--- src/rtl/wf_ready_scheduler_pkg.sv ---
// Shared defaults and FSM encoding for the wavefront ready scheduler.
package wf_ready_scheduler_pkg;

    localparam int unsigned NUM_WF_DEF  = 40;
    localparam int unsigned WF_ID_W_DEF = 6;

    typedef enum logic {
        StIdle  = 1'b0,
        StOffer = 1'b1
    } wf_sched_state_e;

endpackage

--- src/rtl/wf_ready_scheduler_rr_find_first.sv ---
// Combinational round-robin search: first set bit of i_mask at or above i_ptr, wrapping at NUM_WF.
module rr_find_first
    import wf_ready_scheduler_pkg::*;
#(
    parameter int unsigned NUM_WF  = NUM_WF_DEF,
    parameter int unsigned WF_ID_W = WF_ID_W_DEF
) (
    input  logic [NUM_WF-1:0]  i_mask,
    input  logic [WF_ID_W-1:0] i_ptr,
    output logic               o_found,
    output logic [WF_ID_W-1:0] o_index
);

    localparam logic [WF_ID_W:0] NumWfExt = (WF_ID_W + 1)'(NUM_WF);

    logic [WF_ID_W:0]   w_sum;
    logic [WF_ID_W-1:0] w_idx;

    always_comb begin
        o_found = 1'b0;
        o_index = '0;
        w_sum   = '0;
        w_idx   = '0;
        for (int unsigned i = 0; i < NUM_WF; i++) begin
            w_sum = {1'b0, i_ptr} + (WF_ID_W + 1)'(i);
            if (w_sum >= NumWfExt) begin
                w_sum = w_sum - NumWfExt;
            end
            w_idx = w_sum[WF_ID_W-1:0];
            if (!o_found && i_mask[w_idx]) begin
                o_found = 1'b1;
                o_index = w_idx;
            end
        end
    end

endmodule

--- src/rtl/wf_ready_scheduler.sv ---
// Per-wavefront ready-flag bank with a round-robin valid/ack issue arbiter.
// Optional protocol checker (proto_err) enabled by defining WF_SCHED_PROTO_CHECK_EN.
module wf_ready_scheduler
    import wf_ready_scheduler_pkg::*;
#(
    parameter int unsigned NUM_WF  = NUM_WF_DEF,
    parameter int unsigned WF_ID_W = WF_ID_W_DEF
) (
    input  logic               clk,
    input  logic               rst,
    input  logic               set_valid,
    input  logic [WF_ID_W-1:0] set_wfid,
    input  logic               clr_valid,
    input  logic [WF_ID_W-1:0] clr_wfid,
    output logic               grant_valid,
    output logic [WF_ID_W-1:0] grant_wfid,
    input  logic               grant_ack,
`ifdef WF_SCHED_PROTO_CHECK_EN
    output logic               proto_err,
`endif
    output logic [NUM_WF-1:0]  ready_mask
);

    localparam logic [WF_ID_W:0]   NumWfExt = (WF_ID_W + 1)'(NUM_WF);
    localparam logic [WF_ID_W-1:0] LastWf   = WF_ID_W'(NUM_WF - 1);

    wf_sched_state_e    r_state;
    logic [WF_ID_W-1:0] r_ptr;
    logic               r_grant_valid;
    logic [WF_ID_W-1:0] r_grant_wfid;
    logic [NUM_WF-1:0]  r_ready;

    logic               w_set_ok, w_clr_ok, w_ack_hit, w_found;
    logic [WF_ID_W-1:0] w_found_idx;
    logic [NUM_WF-1:0]  w_set_vec, w_clr_vec, w_ack_vec, w_ready_d;

    assign w_set_ok  = set_valid && ({1'b0, set_wfid} < NumWfExt);
    assign w_clr_ok  = clr_valid && ({1'b0, clr_wfid} < NumWfExt);
    assign w_ack_hit = (r_state == StOffer) && grant_ack;

    assign w_set_vec = w_set_ok  ? (NUM_WF'(1) << set_wfid)     : '0;
    assign w_clr_vec = w_clr_ok  ? (NUM_WF'(1) << clr_wfid)     : '0;
    assign w_ack_vec = w_ack_hit ? (NUM_WF'(1) << r_grant_wfid) : '0;

    // Set wins over both clear sources on the same bit.
    assign w_ready_d = (r_ready & ~(w_clr_vec | w_ack_vec)) | w_set_vec;

    for (genvar g = 0; g < NUM_WF; g++) begin : g_ready_bit
        always_ff @(posedge clk or posedge rst) begin
            if (rst) begin
                r_ready[g] <= 1'b1;
            end else begin
                r_ready[g] <= w_ready_d[g];
            end
        end
    end

    rr_find_first #(
        .NUM_WF  (NUM_WF),
        .WF_ID_W (WF_ID_W)
    ) u_rr_find_first (
        .i_mask  (r_ready),
        .i_ptr   (r_ptr),
        .o_found (w_found),
        .o_index (w_found_idx)
    );

    always_ff @(posedge clk or posedge rst) begin
        if (rst) begin
            r_state       <= StIdle;
            r_ptr         <= '0;
            r_grant_valid <= 1'b0;
            r_grant_wfid  <= '0;
        end else begin
            unique case (r_state)
                StIdle: begin
                    if (w_found) begin
                        r_grant_wfid  <= w_found_idx;
                        r_grant_valid <= 1'b1;
                        r_state       <= StOffer;
                    end
                end
                StOffer: begin
                    if (grant_ack) begin
                        r_ptr         <= (r_grant_wfid == LastWf) ? '0
                                                                  : r_grant_wfid + WF_ID_W'(1);
                        r_grant_valid <= 1'b0;
                        r_state       <= StIdle;
                    end else if (clr_valid && (clr_wfid == r_grant_wfid)) begin
                        // Halt of the offered wavefront withdraws the offer; pointer kept.
                        r_grant_valid <= 1'b0;
                        r_state       <= StIdle;
                    end
                end
                default: begin
                    r_grant_valid <= 1'b0;
                    r_state       <= StIdle;
                end
            endcase
        end
    end

`ifdef WF_SCHED_PROTO_CHECK_EN
    logic r_proto_err;
    logic w_err;

    assign w_err = (|(w_set_vec & r_ready & ~(w_clr_vec | w_ack_vec)))
                 || (grant_ack && !r_grant_valid)
                 || (set_valid && !w_set_ok)
                 || (clr_valid && !w_clr_ok);

    always_ff @(posedge clk or posedge rst) begin
        if (rst) begin
            r_proto_err <= 1'b0;
        end else if (w_err) begin
            r_proto_err <= 1'b1;
        end
    end

    assign proto_err = r_proto_err;
`endif

    assign grant_valid = r_grant_valid;
    assign grant_wfid  = r_grant_wfid;
    assign ready_mask  = r_ready;

endmodule

--- config.mk ---
export PLATFORM = sky130hd
export DESIGN_NAME = wf_ready_scheduler
export DESIGN_NICKNAME = d
export VERILOG_FILES = /design/src/rtl/wf_ready_scheduler_pkg.sv /design/src/rtl/wf_ready_scheduler_rr_find_first.sv /design/src/rtl/wf_ready_scheduler.sv
export SDC_FILE = /design/constraint.sdc
export NUM_CORES = 1
export LEC_CHECK = 0
export BUFFER_PORTS_ARGS = -buffer_cell sky130_fd_sc_hd__buf_2
export CELL_PAD_IN_SITES_DETAIL_PLACEMENT = 1
export CELL_PAD_IN_SITES_GLOBAL_PLACEMENT = 1
export CORE_AREA = 2 2 180 182
export DETAILED_ROUTE_END_ITERATION = 6
export DIE_AREA = 0 0 182 184
export MAX_ROUTING_LAYER = met4
export PLACE_DENSITY_LB_ADDON = 0.1
export SLEW_MARGIN = 40
export SYNTH_ARGS = -nofsm -noshare
export SYNTH_HDL_FRONTEND = slang
export SYNTH_SLANG_ARGS = --single-unit
--- constraint.sdc ---
create_clock -name clk -period 9.25 [get_ports clk]
set_clock_uncertainty 0.15 [all_clocks]
set_input_delay 1.85 -clock clk [delete_from_list [all_inputs] [get_ports clk]]
set_output_delay 1.85 -clock clk [all_outputs]
set_load 0.05 [all_outputs]
==> results.py <==
metrics = {
    "critical_path": {
        "critPathLaunchType": "flip-flop",
        "cp-end-kind": "flip-flop",
        "crit_type": "reg -> reg",
        "crit_path_start": "r_ptr[0]",
        "worstPathArrival_ns": 8.52,
        "path_max_fanout": 30,
        "crit_required_ns": 9.29,
        "reg2reg_from": "r_ptr[0]",
        "crit_end": "grant_wfid[2]",
        "r2r_slack_ns": 0.78,
        "reg2regPathDepth": 24,
        "worst_r2r_endpoint": "grant_wfid[2]",
    },
    "placed_design": {
        "gp_congestion": 1.12,
        "dp_hpwl_um": 66800,
        "port_buffers": 63,
    },
    "clocking": {
        "cts_root_buf": "clkbuf_16",
        "cts_tree": "built",
        "cts_buffers": 5,
        "clkTransAtPathRegs_ns": 0.07,
        "postCtsHoldBufs": 0,
        "cts_resized": 0,
        "clockBufferDepth": 2,
        "h-tree-depth": 2,
        "clock_latency_ns": 0.31,
        "clock_sinks": 54,
        "postCtsSetupRepairBufs": 0,
    },
    "timing": {
        "hold_viol": 0,
        "relSlewSlack_pct": 30.6,
        "rsz0062_at_grt": "false",
        "fmax_mhz": 118,
        "period_minus_slack_ns": 8.47,
        "setup_viol": 0,
        "finalSetupTns_ns": 0,
        "worst_pin_slew_ns": 1.01,
        "drv_slew": 0,
        "fin_crit_sh_pct": 91.6,
    },
    "logic_synthesis": {
        "synth_area_mm2": 0.0152,
        "syn-mean-instance-area_um2": 7.53,
        "synth_cell_types": 104,
        "yosysSeqAreaShare_pct": 9.19,
        "synthCells": 2024,
        "synth-edff-count": 0,
        "async_flop_share_pct": 100,
        "synth_flop_cell": "dfstp_2",
        "ys_seq_elements": 54,
        "synth_nets": 2113,
        "yosysWarnings": 0,
    },
    "cells_and_area": {
        "n_fill_cell": 3969,
        "layout_common_cells": "nand2_1, nor2_1, a21oi_1, o21ai_0, mux2i_1",
        "drive_above_1_share_pct": 18.1,
        "mostFrequentLayoutCell": "nand2_1",
        "area.growth.synth_to_final_pct": 7.15,
        "antenna_cells_inserted": 0,
        "nets": 2131,
    },
    "floorplan": {
        "die_height_um": 184,
        "io_pins": 64,
        "die_w_um": 182,
        "start_util_pct": 48.6,
        "coreArea_mm2": 0.0314,
        "die_area_mm2": 0.0335,
        "fp-row-count": 65,
    },
    "global_routing": {
        "grt_pass1_vias": 18900,
        "antenna_found_initial": 2,
        "grt_max_degree": 55,
        "grt_util_all_layers_pct": 50.9,
        "grt_pass1_wl_um": 123000,
        "grt-ovfl-total": 0,
    },
    "routing": {
        "wl_um": 84900,
        "ant_nets": 0,
        "vias_per_cell": 7.85,
        "avgRoutedWirePerCell_um": 34.7,
        "route.detailed.drc": 0,
        "dr.pass1.iters": 6,
        "vias": 19200,
        "dr.first_iter.drc_count": 2395,
    },
    "run": {
        "drv_cap": 0,
    },
    "worst_hold_path": {
        "hold_path_depth": 2,
        "hold_class": "reg -> reg",
    },
    "run_status": {
        "outcome": "finished, final reports clean",
    },
}
==> synthesized netlist by cell type (all sizes together) (15+ instances only) <==
cell type / count / share of area (%)
o21a: 26 / 1.3
nor4: 31 / 1.5
o211ai: 30 / 1.5
a32o: 16 / 1.1
and3: 26 / 1.1
nand4: 30 / 1.3
mux2i: 95 / 6.2
a21boi: 20 / 0.98
nor3: 61 / 2.0
a221oi: 16 / 0.92
a211oi: 33 / 1.6
a32oi: 22 / 1.3
nand2b: 27 / 1.1
a2111oi: 15 / 0.87
buf: 44 / 1.5
o21ai: 122 / 4.0
a211o: 17 / 0.98
mux2: 57 / 4.2
inv: 77 / 1.9
nand3: 82 / 2.7
a21oi: 118 / 3.9
or3: 19 / 0.78
nor2: 146 / 3.6
a21o: 22 / 1.1
dfstp: 40 / 6.9
mux4: 51 / 7.5
o22ai: 20 / 0.86
ha: 71 / 5.8
a22o: 25 / 1.4
xnor2: 64 / 3.7
nor2b: 38 / 1.6
clkbuf: 69 / 1.7
and2: 29 / 1.2
a31oi: 23 / 0.94
nand2: 175 / 4.3
==> registers in the layout, indices dropped and copies added, names as in the netlist <==
| name | flops |
|---|---|
| grant_valid | 1 |
| grant_wfid | 6 |
| r_ptr | 6 |
| r_state | 1 |
| ready_mask | 40 |
==> logic make-up after synthesis <==
| kind of cell | share of synthesized area [%] |
|---|---|
| AO/OA/AOI/OAI | 31.3 |
| XOR/XNOR | 4.41 |
| adder cells (fa/ha/maj) | 5.96 |
| buffers and inverters | 5.36 |
| flip-flops | 9.19 |
| multiplexers | 18.0 |
| AND/OR/NAND/NOR | 25.8 |
==> worst min-delay path by stage <==
stage	startpoint	endpoint	slack [ns]
6_report	ready_mask[2]	ready_mask[2]	0.39
5_1_grt	ready_mask[4]	ready_mask[4]	0.42
4_1_cts	ready_mask[2]	ready_mask[2]	0.39
3_5_place_dp	ready_mask[4]	ready_mask[4]	0.35
2_1_floorplan	ready_mask[2]	ready_mask[2]	0.45
3_3_place_gp	ready_mask[4]	ready_mask[4]	0.35
==> per-layer routing <==
metal  share of wire (%)  vias up  global-route usage, %  wire, um
li1                    -     7917                      -         -
met2                  42     1483                   76.3     35800
met1                  36     9304                   59.7     30700
met5                   0        -                      -         0
met4                  10        0                   41.0      8550
met3                  12      479                   9.79      9850
==> critical path: stages, from the launching register on <==
cell	delay, ns
dfrtp_4	0.71
inv_1	0.49
ha_1	0.65
buf_4	0.34
nor2b_1	0.11
nor3_1	0.33
nor2_1	0.25
inv_1	0.15
ha_1	0.32
nor2_1	0.10
a22o_1	0.27
o41a_1	0.39
a211oi_1	0.31
mux2_2	0.38
o211ai_2	0.51
nand3b_1	0.26
nor4_1	0.09
nand4_1	0.58
nor4_2	0.19
and2_1	0.24
a21oi_1	0.37
clkinv_1	0.34
a221oi_1	0.37
nand3_1	0.13
o31a_1	0.26
==> final cells by class <==
class,count,area (um^2),area share (%)
multi-input combinational,1770,13200,80.7
sequential,54,1410,8.64
timing repair buffer,124,767,4.69
tap,402,503,3.08
inverter,87,327,2.00
clock buffer,6,129,0.789
clock inverter,2,15.0,0.0919
==> stage by stage <==
step / instances / utilization, % / area [um^2] / setup slack (ns) / hold WS [ns]
after floorplan: 2024 / - / 15200 / 1.98 / 0.445
after global placement: 2435 / 51.1 / 16100 / 1.28 / 0.348
after detailed placement: 2436 / 51.5 / 16200 / 1.13 / 0.354
after CTS: 2444 / 51.9 / 16300 / 1.10 / 0.392
after global routing: 2445 / 52.0 / 16300 / 0.533 / 0.423
final: 2445 / 52.0 / 16300 / 0.776 / 0.389
Power is not shown: default switching activity piles up to over one toggle a cycle in this logic, so the estimate is an artifact.
